<file path="src/rtl/miriscv_irq_ctrl.sv">
// Interrupt controller for miriscv_core: latches, masks and arbitrates peripheral
// requests into INT_i/mcause_i. Define IRQ_ROUND_ROBIN_EN for rotating arbitration.
module miriscv_irq_ctrl #(
  parameter int N_IRQ = 16
) (
  input  logic             clk_i,
  input  logic             rst_i,
  input  logic [N_IRQ-1:0] irq_req_i,
  input  logic [31:0]      mie_i,
  input  logic             int_rst_i,
  output logic             int_o,
  output logic [31:0]      mcause_o,
  output logic [N_IRQ-1:0] irq_ret_o,
  output logic             busy_o
);

  typedef enum logic [1:0] {
    ST_IDLE   = 2'd0,
    ST_ACTIVE = 2'd1,
    ST_RETURN = 2'd2
  } state_e;

  state_e           state_q, state_d;
  logic [N_IRQ-1:0] pending_q;
  logic [N_IRQ-1:0] elig;
  logic [N_IRQ-1:0] cur_oh;
  logic [N_IRQ-1:0] clr;
  logic [4:0]       cur_idx_q;
  logic [4:0]       winner;
  logic             mie_unused;

  // Enable bits above N_IRQ-1 have no source behind them.
  assign mie_unused = ^mie_i;
  assign elig       = pending_q & mie_i[N_IRQ-1:0];

  always_comb begin
    for (int i = 0; i < N_IRQ; i++) cur_oh[i] = (cur_idx_q == 5'(i));
  end

  assign clr = (state_q == ST_RETURN) ? cur_oh : '0;

`ifdef IRQ_ROUND_ROBIN_EN
  logic [4:0]       last_idx_q;
  logic [N_IRQ-1:0] elig_hi;
  logic [4:0]       win_hi, win_lo;

  // Rotate by splitting into sources above last_idx and a wrap-around pass.
  always_comb begin
    win_hi = '0;
    win_lo = '0;
    for (int i = 0; i < N_IRQ; i++) elig_hi[i] = elig[i] && (5'(i) > last_idx_q);
    for (int i = N_IRQ - 1; i >= 0; i--) begin
      if (elig_hi[i]) win_hi = 5'(i);
      if (elig[i])    win_lo = 5'(i);
    end
    winner = (|elig_hi) ? win_hi : win_lo;
  end

  always_ff @(posedge clk_i) begin
    if (rst_i)
      last_idx_q <= 5'(N_IRQ - 1);
    else if (state_q == ST_ACTIVE && int_rst_i)
      last_idx_q <= cur_idx_q;
  end
`else
  // Descending scan: the last hit, i.e. the lowest eligible index, wins.
  always_comb begin
    winner = '0;
    for (int i = N_IRQ - 1; i >= 0; i--) begin
      if (elig[i]) winner = 5'(i);
    end
  end
`endif

  // NOTE: state is written with non-blocking assignments so every flop samples
  // the pre-edge values of the others, matching the hardware it describes.
  always_ff @(posedge clk_i) begin
    if (rst_i) begin
      state_q   <= ST_IDLE;
      pending_q <= '0;
      cur_idx_q <= '0;
    end else begin
      state_q   <= state_d;
      pending_q <= (pending_q | irq_req_i) & ~clr;
      if (state_q == ST_IDLE && |elig)
        cur_idx_q <= winner;
    end
  end

  // NOTE: state_d gets its default before the case so no path leaves it
  // unassigned, which would otherwise infer a latch.
  always_comb begin
    state_d = state_q;
    unique case (state_q)
      ST_IDLE:   if (|elig)     state_d = ST_ACTIVE;
      ST_ACTIVE: if (int_rst_i) state_d = ST_RETURN;
      ST_RETURN:                state_d = ST_IDLE;
      default:                  state_d = ST_IDLE;
    endcase
  end

  assign int_o     = (state_q == ST_ACTIVE);
  assign busy_o    = (state_q != ST_IDLE);
  assign mcause_o  = int_o ? {1'b1, 26'b0, cur_idx_q} : 32'd0;
  assign irq_ret_o = clr;

endmodule
</file>
<file path="config.mk">
export PLATFORM = sky130hd
export DESIGN_NAME = miriscv_irq_ctrl
export DESIGN_NICKNAME = d
export VERILOG_FILES = /design/src/rtl/miriscv_irq_ctrl.sv
export SDC_FILE = /design/constraint.sdc
export NUM_CORES = 1
export LEC_CHECK = 0
export BUFFER_PORTS_ARGS = -buffer_cell sky130_fd_sc_hd__buf_2
export CAP_MARGIN = 10
export CORE_ASPECT_RATIO = 2
export CORE_MARGIN = 4
export CORE_UTILIZATION = 39
export DETAILED_ROUTE_END_ITERATION = 10
export GPL_TIMING_DRIVEN = 1
export PLACE_DENSITY = 0.79
export SYNTH_ARGS = -nofsm -noshare
export SYNTH_HDL_FRONTEND = slang
export SYNTH_SLANG_ARGS = --single-unit
</file>
<file path="constraint.sdc">
create_clock -name clk_i -period 1.7 [get_ports clk_i]
set_input_delay 0.085 -clock clk_i [delete_from_list [all_inputs] [get_ports clk_i]]
set_output_delay 0.085 -clock clk_i [all_outputs]
set_load 0.02 [all_outputs]
</file>
==> out/metrics.yaml <==
die_w_um: 48.91
synth_top_cell_by_area: "dfxtp_1"
initialDrtViolationCount: 30
grt_overflow_total: 0
antenna_left: 0
firstDrtPassIters: 4
wl_per_cell_um: 13.60
timing.final.crit_share_pct: 95.41
io_buffers: 57
cp.arrival_ns: 1.54
hold_path_class: "input pin to flip-flop"
hold_path_depth: 2
hp-start: "int_rst_i"
status: "finished clean"
cts.clk_slew.worst_paths_ns: 0.08
cap_violations: 0
layout_commonest_cell: "buf_2"
synthToLayoutAreaGrowth_pct: 24.93
die_h_um: 89.81
hpwl_um: 2884
num_io_pins: 101
grt_max_degree: 23
hold_end: "state_q[1]"
fin_ws_ns: 0.07801
crit_path_end_kind: "output pin"
setup_viol: 0
crit_path_start: "state_q[0]"
clkSinkCount: 22
yosys_warnings: 0
htree_levels: 1
fin_nets: 280
irDropWorstVdd_uv: 629.6
fp-row-count: 29
synth_cells: 172
grt_pass1_vias: 1359
synth_top_area_share_pct: 33.75
netlist_top_cells_area: "dfxtp_1, buf_4, nor2_1, nor3_1, a22oi_1"
power.leakage_nw: 0.7989
fmax_ghz: 0.6165
pre_cts_ws_ns: 0.2396
vias: 1356
clk_path_buf_depth: 2
critPathLaunchType: "flip-flop"
final_cell_mix: "buf_2, conb_1, nor2_1"
via_per_inst: 5.236
syn_avg_cell_area_sq_um: 7.587
n_antenna_cell: 0
reg2reg_depth: 5
yosysSeqAreaShare_pct: 33.75
die_area_sq_um: 4392
globalplace.congestion: 0.7924
worst_ep_required_time_ns: 1.62
clockRootBuffer: "clkbuf_8"
clock_skew_ns: 0.002840
rrSetupSlack_ns: 0.22
grt_pass1_wl_um: 5830
initial_utilization_pct: 40.87
syn-cell-area_sq_um: 1305
finalCriticalPeriod_ns: 1.622
hold_viol: 0
numCtsBuffers: 3
drive_gt1_share_pct: 33.33
yosysUniqueCellTypes: 33
grt_antenna_before_repair: 0
p_per_area_nw_per_um2: 881.3
drc: 0
clock_latency_ns: 0.27
r2r-end: "cur_idx_q[2]"
grt_use_total_pct: 16.31
wirelength_um: 3523
cp_max_fo: 4
cts_tree: "yes"
yosys_register_bits: 22
coreArea_sq_um: 3193
rsz0062_at_grt: "true"
fin_setup_tns_ns: 0
crit_type: "flip-flop to output pin"
slew_violations: 0
rr_startpoint: "pending_q[11]"
## final cells by class
| class | instances | area, sq um |
|---|---|---|
| Inverter | 1 | 3.754 |
| Multi-Input combinational cell | 143 | 769.5 |
| Sequential cell | 22 | 440.4 |
| Tap cell | 31 | 38.79 |
| Clock inverter | 1 | 30.03 |
| Clock buffer | 3 | 41.29 |
| Timing Repair Buffer | 58 | 306.5 |
| Fill cell | 328 | 1563 |
## metrics by stage
step                std cells  total power, mW  util [%]  hold slack (ns)  instance area (sq um)
floorplan                 198           0.8818         -           0.1643                   1403
global placement          255           0.9311     47.26           0.3378                   1509
detailed placement        255           0.9362     47.26           0.3419                   1509
CTS                       259            1.429     49.65          0.05790                   1585
global route              259            1.506     51.06          0.05030                   1630
finish                    259            1.437     51.06          0.05842                   1630
## power breakdown
part           internal (mW)  switching, mW  leakage [nW]  total [mW]
Sequential             0.559         0.0537         0.184       0.613
Clock                  0.315          0.186        0.0357       0.501
Combinational          0.123          0.200         0.580       0.323
## worst max-delay path by stage
stage,to,slack (ns),cells after the start
6_report,irq_ret_o[14],0.08,4
4_1_cts,irq_ret_o[0],0.006,4
2_1_floorplan,pending_q[2],0.08,4
3_3_place_gp,cur_idx_q[2],0.25,5
3_5_place_dp,cur_idx_q[2],0.24,5
5_1_grt,irq_ret_o[14],-0.005,4
## logic make-up after synthesis
| logic type | share of synthesized area (%) |
|---|---|
| flops | 33.75 |
| other cells | 0.2874 |
| compound gates | 16.20 |
| simple gates | 32.22 |
| buf+inv | 17.54 |
## sequential cells by signal, indices dropped and copies added, names as in the netlist
name,count
cur_idx_q,4
state_q,2
pending_q,16
## routing by layer
layer / part of all wire (%) / vias up / global-route usage, % / wire length [um]
met2: 56 / 64 / 30.46 / 1962
met5: 0 / - / 0 / 0
li1: - / 658 / - / -
met4: 3.8 / 0 / 11.01 / 133
met3: 8.0 / 11 / 2.815 / 281
met1: 33 / 623 / 15.08 / 1146
## worst max-delay path, stage by stage (launching register included)
cell,delay (ns)
dfxtp_1,0.33
nand2b_1,0.17
or3b_4,0.44
nor2_2,0.16
buf_4,0.16
## what timing repair did
action	4_1_cts	5_1_grt
hold buffers	0	0
setup endpoints to repair	1	9
gates resized for setup	1	13
pin swaps	0	1
buffers inserted	0	0
## synthesized netlist by cell type
master	number
a32oi_1	1
a22o_1	1
a31oi_1	1
nand4_2	1
or3b_4	1
nor3_1	20
o21ai_0	1
and3b_1	1
a32o_1	1
nand3_1	3
a21oi_1	5
dfxtp_1	22
inv_1	1
nand4_1	2
nand4b_1	1
clkbuf_1	4
a31o_2	1
conb_1	1
a211o_1	1
nand2b_1	5
a22oi_1	9
a22oi_2	1
or3_1	1
o21a_1	1
a211oi_1	1
nor2b_1	1
o211ai_1	2
nor2_1	30
nand2_1	17
a311o_2	1
and2_1	5
o21ai_2	1
buf_4	28
Note: power is estimated with default switching activity, not from simulation.
